--- src/rtl/pan_pkg.sv ---
// Package: pan_pkg
// Shared types, widths and the per-frame slew limiter for the pan offset
// controller.
//   state_t   : controller FSM states (IDLE, SLEW, COMMIT)
//   H_OFF_W   : width of the horizontal offset
//   V_OFF_W   : width of the vertical offset
//   CALC_W    : signed intermediate width, wide enough for offset + step
//   sat_step  : clamps a signed difference to [-step_max, +step_max]
package pan_pkg;

   typedef enum logic [1:0] {
      IDLE   = 2'd0,
      SLEW   = 2'd1,
      COMMIT = 2'd2
   } state_t;

   localparam int H_OFF_W = 11;
   localparam int V_OFF_W = 10;
   localparam int CALC_W  = 13;

   function automatic logic signed [CALC_W-1:0] sat_step(
      input logic signed [CALC_W-1:0] diff,
      input int                       step_max
   );
      logic signed [CALC_W-1:0] lim;
      lim = CALC_W'(step_max);
      if (diff > lim)
         return lim;
      else if (diff < -lim)
         return -lim;
      else
         return diff;
   endfunction

endpackage

--- src/rtl/pan_axis.sv ---
// Module: pan_axis
// One axis of the pan controller: accumulates signed steps into a clamped
// target and slews the live offset toward a frame-boundary snapshot of that
// target by at most STEP_MAX per commit.
//   clk, rst_n  : clock, asynchronous active-low reset
//   accept      : a step is taken this cycle
//   recenter    : force target to 0 (wins over accept)
//   snap_en     : capture the current target for the upcoming commit
//   commit_en   : apply one slew step to the live offset
//   step        : signed two's-complement step
//   live        : registered live offset
//   live_nxt    : live offset after this cycle's edge
//   target_nxt  : target after this cycle's edge
module pan_axis
   import pan_pkg::*;
#(
   parameter int W        = 11,
   parameter int MAX_OFF  = 1023,
   parameter int STEP_MAX = 8
) (
   input  logic         clk,
   input  logic         rst_n,
   input  logic         accept,
   input  logic         recenter,
   input  logic         snap_en,
   input  logic         commit_en,
   input  logic [7:0]   step,
   output logic [W-1:0] live,
   output logic [W-1:0] live_nxt,
   output logic [W-1:0] target_nxt
);

   localparam logic signed [CALC_W-1:0] MAX_S = CALC_W'(MAX_OFF);
   localparam logic [W-1:0]             MAX_U = W'(MAX_OFF);

   logic [W-1:0]             target;
   logic [W-1:0]             snap;
   logic signed [CALC_W-1:0] sum;
   logic signed [CALC_W-1:0] diff;
   logic signed [CALC_W-1:0] delta;

   always_comb begin
      sum        = $signed({{(CALC_W-W){1'b0}}, target})
                 + $signed({{(CALC_W-8){step[7]}}, step});
      diff       = $signed({{(CALC_W-W){1'b0}}, snap})
                 - $signed({{(CALC_W-W){1'b0}}, live});
      delta      = sat_step(diff, STEP_MAX);
      target_nxt = target;
      if (recenter)
         target_nxt = '0;
      else if (accept) begin
         if (sum < 0)
            target_nxt = '0;
         else if (sum > MAX_S)
            target_nxt = MAX_U;
         else
            target_nxt = W'(sum);
      end
      // The commit works from the snapshot, so a step that lands on the
      // frame-tick cycle only affects the following frame.
      live_nxt = commit_en ? live + W'(delta) : live;
   end

   always_ff @(posedge clk or negedge rst_n) begin
      if (!rst_n) begin
         target <= '0;
         live   <= '0;
         snap   <= '0;
      end else begin
         target <= target_nxt;
         live   <= live_nxt;
         if (snap_en)
            snap <= target;
      end
   end

endmodule

--- src/rtl/pan_offset_controller.sv ---
// Module: pan_offset_controller
// Accepts pan steps from the gesture decoder, accumulates them into a clamped
// target offset and slews the live h/v offsets toward it by a bounded step
// once per frame, only at the vertical-blank commit point.
//   clk_in, rst_n_in    : pixel clock, asynchronous active-low reset
//   gesture_valid_in    : pan step present
//   gesture_ready_out   : step can be accepted this cycle
//   gesture_dx_in/dy_in : signed steps
//   recenter_in         : force target to (0,0)
//   hcount_in/vcount_in : raster position
//   h_offset_out        : live horizontal offset
//   v_offset_out        : live vertical offset
//   moving_out          : live offset differs from target
//   state_dbg_out       : current FSM state (state_t encoding)
//
// Handshake: a step transfers on any cycle where gesture_valid_in and
// gesture_ready_out are both high; the producer holds valid and data stable
// until then. Ready is low during reset, on the first cycle after release,
// while recenter_in is high and during the single COMMIT cycle.
module pan_offset_controller
   import pan_pkg::*;
#(
   parameter int MAX_H_OFFSET = 1023,
   parameter int MAX_V_OFFSET = 511,
   parameter int STEP_MAX     = 8,
   parameter int COMMIT_LINE  = 720
) (
   input  logic               clk_in,
   input  logic               rst_n_in,
   input  logic               gesture_valid_in,
   output logic               gesture_ready_out,
   input  logic [7:0]         gesture_dx_in,
   input  logic [7:0]         gesture_dy_in,
   input  logic               recenter_in,
   input  logic [10:0]        hcount_in,
   input  logic [9:0]         vcount_in,
   output logic [H_OFF_W-1:0] h_offset_out,
   output logic [V_OFF_W-1:0] v_offset_out,
   output logic               moving_out,
   output logic [1:0]         state_dbg_out
);

   state_t             state;
   logic               rdy_en;
   logic               hit;
   logic               hit_q;
   logic               frame_tick;
   logic               accept;
   logic               snap_en;
   logic               commit_en;
   logic               settled;
   logic [H_OFF_W-1:0] h_live_nxt;
   logic [H_OFF_W-1:0] h_tgt_nxt;
   logic [V_OFF_W-1:0] v_live_nxt;
   logic [V_OFF_W-1:0] v_tgt_nxt;

   assign hit               = (hcount_in == '0) && (vcount_in == 10'(COMMIT_LINE));
   // Rising edge only, so a raster that parks on the commit point still
   // yields a single tick per frame.
   assign frame_tick        = hit && !hit_q;
   assign gesture_ready_out = rdy_en && !recenter_in && (state != COMMIT);
   assign accept            = gesture_valid_in && gesture_ready_out;
   assign snap_en           = (state == SLEW) && frame_tick;
   assign commit_en         = (state == COMMIT);
   assign settled           = (h_live_nxt == h_tgt_nxt) && (v_live_nxt == v_tgt_nxt);
   assign state_dbg_out     = state;

   pan_axis #(
      .W        (H_OFF_W),
      .MAX_OFF  (MAX_H_OFFSET),
      .STEP_MAX (STEP_MAX)
   ) u_axis_h (
      .clk        (clk_in),
      .rst_n      (rst_n_in),
      .accept     (accept),
      .recenter   (recenter_in),
      .snap_en    (snap_en),
      .commit_en  (commit_en),
      .step       (gesture_dx_in),
      .live       (h_offset_out),
      .live_nxt   (h_live_nxt),
      .target_nxt (h_tgt_nxt)
   );

   pan_axis #(
      .W        (V_OFF_W),
      .MAX_OFF  (MAX_V_OFFSET),
      .STEP_MAX (STEP_MAX)
   ) u_axis_v (
      .clk        (clk_in),
      .rst_n      (rst_n_in),
      .accept     (accept),
      .recenter   (recenter_in),
      .snap_en    (snap_en),
      .commit_en  (commit_en),
      .step       (gesture_dy_in),
      .live       (v_offset_out),
      .live_nxt   (v_live_nxt),
      .target_nxt (v_tgt_nxt)
   );

   always_ff @(posedge clk_in or negedge rst_n_in) begin
      if (!rst_n_in) begin
         state      <= IDLE;
         rdy_en     <= 1'b0;
         hit_q      <= 1'b0;
         moving_out <= 1'b0;
      end else begin
         rdy_en     <= 1'b1;
         hit_q      <= hit;
         moving_out <= !settled;
         case (state)
            // In IDLE live == target, so any difference comes from a new
            // step or a recenter taken this cycle.
            IDLE:    if (!settled) state <= SLEW;
            SLEW:    if (frame_tick) state <= COMMIT;
            COMMIT:  state <= settled ? IDLE : SLEW;
            default: state <= IDLE;
         endcase
      end
   end

endmodule
--- config.mk ---
export PLATFORM = sky130hd
export DESIGN_NAME = pan_offset_controller
export DESIGN_NICKNAME = d
export VERILOG_FILES = /design/src/rtl/pan_pkg.sv /design/src/rtl/pan_axis.sv /design/src/rtl/pan_offset_controller.sv
export SDC_FILE = /design/constraint.sdc
export NUM_CORES = 1
export LEC_CHECK = 0
export ABC_AREA = 1
export BUFFER_PORTS_ARGS = -buffer_cell sky130_fd_sc_hd__buf_2
export CORE_ASPECT_RATIO = 1.2
export CORE_UTILIZATION = 60
export CTS_CLUSTER_SIZE = 12
export DETAILED_ROUTE_END_ITERATION = 12
export GPL_TIMING_DRIVEN = 0
export PLACE_DENSITY = 0.82
export SLEW_MARGIN = 10
export SYNTH_ARGS = -nofsm -noshare
export SYNTH_HDL_FRONTEND = slang
export SYNTH_SLANG_ARGS = --single-unit
--- constraint.sdc ---
create_clock -name clk_in -period 11 [get_ports clk_in]
set_clock_uncertainty 0.1 [all_clocks]
set_input_delay 0.55 -clock clk_in [delete_from_list [all_inputs] [get_ports clk_in]]
set_output_delay 0.55 -clock clk_in [all_outputs]
set_load 0.01 [all_outputs]
==> impl_metrics.yaml, run 1 <==
clocking:
  cts_root_buf: "clkbuf_16"
  post_cts_resized: 0
  cts_setup_buffers: 0
  cts-htree-levels: 3
  cts_tree: "yes"
  cts_buffers: 9
  clockBufferDepth: 2
  clk_latency_ps: 340
  cts.sinks: 68
  path_clk_slew_ps: 60
  cts_hold_buffers: 0
synth:
  ys_top_cells_by_area: "dfrtp_1 (27%), nand2_1 (19%), ha_1 (12%), inv_1 (7.5%), nand3_1 (5.9%)"
  ys_seq_elements: 68
  synth_seq_area_share_pct: 26.5
  synthCells: 941
  syn_area_sq_mm: 0.00642
  ys.flop_type: "dfrtp_1"
  synth_edf_count: 0
  syn_avg_cell_area_sq_um: 6.82
  synthArstFlopShare_pct: 100
  yosysWarnings: 0
  yosysUniqueCellTypes: 49
  synth.largest_area_cell: "dfrtp_1"
  synth.net_count: 1052
  synth_most_common_cell: "nand2_1"
  yosys-top-cells-count: "nand2_1 (326), inv_1 (129), nand3_1 (76)"
  synth_top_area_share_pct: 26.5
floorplanning:
  die_w_microns: 96.4
  die_y_microns: 115
  start_util_pct: 61.4
  row_count: 41
  ioPinCount: 66
  die_area_sq_mm: 0.0111
  core_area_sq_mm: 0.0105
timing:
  worst_pin_slew_ps: 570
  slew-limit-headroom_pct: 61.6
  maxSlewViolCount: 0
  period_needed_ps: 4960
  fin_setup_tns_ps: 0
  rsz0062_at_grt: "false"
  max_freq_ghz: 0.202
  min_period_over_period_pct: 45.1
  hold_viol_final: 0
  setup_viol: 0
final_layout:
  fin_nets: 1129
  drive_gt1_share_pct: 13.0
  multi_input_area_sq_mm: 0.00417
  area_delta_synth_final_pct: 13.4
  antenna_cells: 0
  stdcell_count: 1152
  fillers: 915
  regArea_sq_mm: 0.00170
critical_path:
  cp_slowest_cell: "dfrtp_1"
  path_buf_inv: 3
  cp.depth: 29
  r2r_cells: 29
  critical_path.max_fanout: 4
  critical-path-max-stage-delay_ps: 470
  crit_path_end_kind: "flop"
  required_ps: 11140
  critPathTopFamily: "simple AND/OR/NAND/NOR gates"
  arrival_ps: 5100
  criticalPathCategory: "flop to flop"
  crit_top_cell: "nand2_1"
  worstSetupStartpointType: "flop"
run_status:
  status: "finished with violations"
  violations: "DRC"
drt:
  routed_via_density: 5.45
  antenna_left: 0
  wl_mm: 15.5
  route.detailed.drc: 2
  wire_per_inst_microns: 13.5
  vias: 6283
  dr.first_iter.drc_count: 326
  firstDrtPassIters: 10
run:
  cap_violations: 0
placed_design:
  dpl.cell_count: 1136
  gp_congestion: 0.895
  detailed_place_hpwl_mm: 12.2
  io_buffers: 65
pwr:
  ir_worst_vdd_mv: 0.0825
  cellPowerDensity_mw_per_mm2: 96.9
  power_leakage_nw: 4.30
global_routing:
  grt_pass1_vias: 5781
  track_usage_pct: 30.1
  grt_pass1_wl_mm: 26.0
  grt_overflow: 0
  grt_antenna_before_repair: 0
  grt_start_max_net_pins: 38
hold_path:
  hp-class: "primary input to async pin"
[report_power, final]
part | leakage [nW] | switching (mW) | internal, mW
clock | 0.169 | 0.114 | 0.228
combinational | 3.21 | 0.0634 | 0.0389
sequential | 0.923 | 0.00597 | 0.256
total | 4.30 | 0.183 | 0.522
[final timing paths]
kind                                                    from                           end  slack, ps
worst max-delay path              u_axis_h.live[1]$_DFF_PN0_  state_dbg_out[0]$_DFFE_PN0P_       6040
worst min-delay path                                rst_n_in    u_axis_h.live[3]$_DFF_PN0_         50
worst max register to register    u_axis_h.live[1]$_DFF_PN0_  state_dbg_out[0]$_DFFE_PN0P_       6040
worst min register to register  u_axis_h.snap[7]$_DFFE_PN0P_  u_axis_h.snap[7]$_DFFE_PN0P_        380
max in group asynchronous                           rst_n_in  u_axis_v.snap[3]$_DFFE_PN0P_      10190
min in group clk_in                             vcount_in[5]               hit_q$_DFF_PN0_        370
[logic make-up (layout without fill, tap and decap cells)]
kind of cell,count (synthesis),after routing,synth area share (%)
simple gates,521,521,36.2
xor+xnor,40,40,5.67
fa+ha+maj,70,70,14.3
flops,68,68,26.5
compound gates,96,96,8.71
buf+inv,145,227,8.55
other cells,1,1,0.0584
[flip-flops by register name, summed over array words and instances (netlist names)]
signal	count
u_axis_v.target	10
u_axis_v.live	10
u_axis_v.snap	10
hit_q	1
state_dbg_out	2
rdy_en	1
moving_out	1
u_axis_h.target	11
u_axis_h.live	11
u_axis_h.snap	11
[per-stage QoR]
step                util [%]  power, mW  setup slack [ps]  cell area (sq um)  hold WS (ps)
detailed placement      66.2      0.368              6180               6930           365
global route            69.6      0.732              5560               7280          78.6
floorplan                  -      0.336              6840               6420           154
CTS                     69.6      0.704              6110               7280          69.1
finish                  69.6      0.706              6040               7280          53.4
global placement        66.0      0.365              6240               6910           358
[worst register-to-register path, delay by kind of cell, from the launching register on]
| family | cells | cell delay (ps) |
|---|---|---|
| AOI/OAI and AO/OA | 5 | 1020 |
| xor gates and xnor gates | 2 | 360 |
| adders and majority gates | 3 | 1050 |
| buffers and inverters | 3 | 300 |
| DFF | 1 | 470 |
| and+or+nand+nor | 16 | 1540 |
[layout make-up]
cell class | count | area share [%]
Inverter | 137 | 7.06
Sequential cell | 68 | 23.4
Tap cell | 129 | 2.22
Buffer | 8 | 0.481
Multi-Input combinational cell | 728 | 57.3
Clock inverter | 6 | 1.53
Timing Repair Buffer | 66 | 4.78
Clock buffer | 10 | 3.28
[layer usage]
| metal | GRT usage (%) | share of wire (%) |
|---|---|---|
| met5 | 0 | 0 |
| met3 | 4.37 | 4.4 |
| met4 | 8.63 | 2.0 |
| met1 | 40.0 | 46 |
| met2 | 51.0 | 48 |
[cell usage in the layout (no fill, tap or decap), drive strengths merged, types with 4 or more instances in the layout]
cell / count
xnor2: 15
nand2: 336
nor4: 6
nor3: 8
clkbuf: 15
ha: 64
fa: 6
nand3b: 4
buf: 69
nand4: 13
xor2: 24
or2: 6
a21oi: 39
a31oi: 5
o211ai: 5
nor2: 60
o21ai: 36
dfrtp: 68
nand3: 85
inv: 137
Power figures use the tool's default switching activity.
==> inputs of run 2 (changes only) <==
- ABC_AREA: 1 -> 0
- CORE_UTILIZATION: 60 -> 55
- PLACE_DENSITY: 0.82 -> 0.79
- clock period: 11 -> 4.15 ns (I/O delays scaled with it)
==> impl_metrics.yaml, run 2 <==
timing:
  maxSlewViolCount: 0
  setup_slack_ps: -1320
  period_needed_ps: 5470
  worst_pin_slew_ps: 895
  hold_viol_final: 0
  max_freq_ghz: 0.183
  rsz0062_at_grt: "true"
  whs_ps: 20.6
  min_period_over_period_pct: 132
  slew-limit-headroom_pct: 40.2
  setup_viol: 14
pwr:
  ir_worst_vdd_mv: 0.204
  power_mw: 1.89
  netSwitchingFraction_pct: 29.1
  power_leakage_nw: 4.03
  cellPowerDensity_mw_per_mm2: 223
  p_seq_share_pct: 36.8
  internal-power_mw: 1.34
  power_frac_comb_pct: 17.4
  power.switching_mw: 0.549
  clkPwrFrac_pct: 45.8
placed_design:
  dpl_cell_area_sq_mm: 0.00733
  detailed_place_hpwl_mm: 14.7
  io_buffers: 65
  post-place-ws_ps: -1570
  gp_congestion: 0.905
synth:
  yosys-top-cells-count: "dfrtp_1 (68), ha_1 (64), nand2_1 (63)"
  synthArstFlopShare_pct: 100
  ys_top_cells_by_area: "dfrtp_1 (26%), ha_1 (12%), mux2_2 (3.6%), nand2_1 (3.6%), xnor2_1 (3.4%)"
  syn_area_sq_mm: 0.00664
  synth.largest_area_cell: "dfrtp_1"
  ys_seq_elements: 68
  synth_most_common_cell: "dfrtp_1"
  synth.net_count: 882
  synthCells: 771
  synth_seq_area_share_pct: 25.6
  ys.flop_type: "dfrtp_1"
  syn_avg_cell_area_sq_um: 8.61
  synth_top_area_share_pct: 25.6
  yosysUniqueCellTypes: 90
  yosysWarnings: 0
  synth_edf_count: 0
global_routing:
  track_usage_pct: 33.4
  grt_start_max_net_pins: 46
  grt_pass1_vias: 6645
  grt_antenna_before_repair: 0
  grt_overflow: 0
  grt_pass1_wl_mm: 32.1
clocking:
  path_clk_slew_ps: 60
  clk_latency_ps: 340
  clockBufferDepth: 2
  cts_tree: "yes"
  cts_root_buf: "clkbuf_16"
  cts.sinks: 68
  cts-htree-levels: 3
  cts_buffers: 9
final_layout:
  fin_area_sq_mm: 0.00849
  layout_commonest_cell: "buf_2"
  reg_top3: "u_axis_h.live x11, u_axis_h.snap x11, u_axis_h.target x11"
  fin_nets: 1002
  area_delta_synth_final_pct: 27.8
  drive_gt1_share_pct: 31.9
  final_core_util_pct: 72.7
  antenna_cells: 0
  layout_common_cells: "buf_2 (68), dfrtp_1 (63), nand2_1 (61), ha_1 (54), inv_1 (51)"
critical_path:
  worstSetupStartpointType: "flop"
  path_buf_inv: 2
  required_ps: 4250
  timing.rr.end: "state_dbg_out[0]$_DFFE_PN0P_"
  r2r_cells: 23
  crit_path_end_kind: "flop"
  timing.rr.start: "u_axis_v.live[0]$_DFF_PN0_"
  critical_path.max_fanout: 6
  critical-path-max-stage-delay_ps: 430
  arrival_ps: 5570
  r2r_setup_slack_ps: -1320
  criticalPathCategory: "flop to flop"
  worstPathCellList: "ha_4 -> inv_2 -> fa_2 -> a21oi_2 -> nor2_2 -> o31a_1 -> nor2_4 -> o311ai_1 -> a2111o_1 -> a21oi_2 -> or3b_4 -> ha_4 -> nor2b_1 -> mux2i_2 -> o22ai_4 -> buf_12 -> o21ai_0 -> o21ai_1 -> o311ai_1 -> nand4b_1 -> nor4_2 -> and4_1 -> a41oi_1"
  critPathTopFamily: "compound AO/OA/AOI/OAI gates"
  cp_slowest_cell: "or3b_4"
floorplanning:
  die_y_microns: 122
  ioPinCount: 66
  die_area_sq_mm: 0.0125
  row_count: 43
  core_area_sq_mm: 0.0117
  start_util_pct: 56.9
  die_w_microns: 102
drt:
  wl_mm: 21.0
  antenna_left: 0
  vias: 6784
  firstDrtPassIters: 5
  route.detailed.drc: 0
  wire_per_inst_microns: 20.0
  routed_via_density: 6.44
  dr.first_iter.drc_count: 426
run_status:
  status: "finished with violations"
  violations: "setup timing"
hold_path:
  min_from: "hcount_in[0]"
  min_delay_worst_endpoint: "hit_q$_DFF_PN0_"
  hold_path_depth: 4
  hp-class: "primary input to flop"
run:
  cap_violations: 0
## run 2: cell families (layout without fill, tap and decap cells)
group,Yosys count,in the layout,share of synthesized area (%)
DFF,68,68,25.6
muxes,29,29,4.77
and+or+nand+nor,250,250,19.7
AOI/OAI and AO/OA,237,237,25.5
adders and majority gates,70,70,13.9
xor gates and xnor gates,43,43,5.79
other,1,1,0.0565
buffers and inverters,73,198,4.64
## run 2: per-stage QoR
| stage | setup TNS, ps | instances |
|---|---|---|
| final | -5660 | 1053 |
| after global routing | -8380 | 1053 |
| after CTS | -4080 | 1031 |
| after detailed placement | -8940 | 994 |
| after global placement | -6550 | 993 |
| after floorplan | -1490 | 771 |
## run 2: layout make-up
class	count	area [sq um]
sequential	68	1710
tap	157	196
multi-input combinational	630	5250
timing repair buffer	109	693
buffer	16	95.1
inverter	57	216
clock inverter	7	98.8
clock buffer	9	225
fill	873	3190
## run 2: power by group through the flow
stage | combinational (mW) | sequential [mW] | clock [mW]
after floorplan | 0.218 | 0.701 | 0
after global placement | 0.299 | 0.707 | 0
after detailed placement | 0.313 | 0.708 | 0
after CTS | 0.318 | 0.695 | 0.855
after global routing | 0.362 | 0.697 | 0.890
final | 0.329 | 0.696 | 0.865
## run 2: how the worst max path moves through the flow
stage | to | depth (start not counted) | from | slack, ps
5_1_grt | state_dbg_out[0]$_DFFE_PN0P_ | 24 | u_axis_v.snap[0]$_DFFE_PN0P_ | -1520
4_1_cts | state_dbg_out[0]$_DFFE_PN0P_ | 25 | u_axis_v.snap[0]$_DFFE_PN0P_ | -1240
2_1_floorplan | state_dbg_out[0]$_DFFE_PN0P_ | 23 | u_axis_v.live[0]$_DFF_PN0_ | -710
3_3_place_gp | state_dbg_out[0]$_DFFE_PN0P_ | 23 | u_axis_v.live[9]$_DFF_PN0_ | -1370
3_5_place_dp | state_dbg_out[0]$_DFFE_PN0P_ | 23 | u_axis_v.live[9]$_DFF_PN0_ | -1570
6_report | state_dbg_out[0]$_DFFE_PN0P_ | 23 | u_axis_v.live[0]$_DFF_PN0_ | -1320
## run 2: routing by layer
| metal | global-route usage [%] | share of wire, % |
|---|---|---|
| met1 | 36.8 | 37 |
| met2 | 60.7 | 52 |
| met3 | 5.24 | 4.3 |
| met4 | 18.3 | 6.1 |
| met5 | 0 | 0 |
## run 2: timing repair
action / 4_1_cts / 5_1_grt
endpoints found under the setup margin: 19 / 21
hold endpoints to repair: 23 / 0
hold buffers: 1 / 0
resized for setup: 64 / 44
pin swaps: 33 / 41
buffers inserted: 20 / 22
## run 2: worst reg2reg max path: cells and delay by family (launching register included)
family                   cells  cell delay, ps
AO/OA/AOI/OAI               10            2000
flip-flops                   1             420
adder cells (fa/ha/maj)      3             700
buffers and inverters        2             180
multiplexers                 1             150
AND/OR/NAND/NOR              7            1780
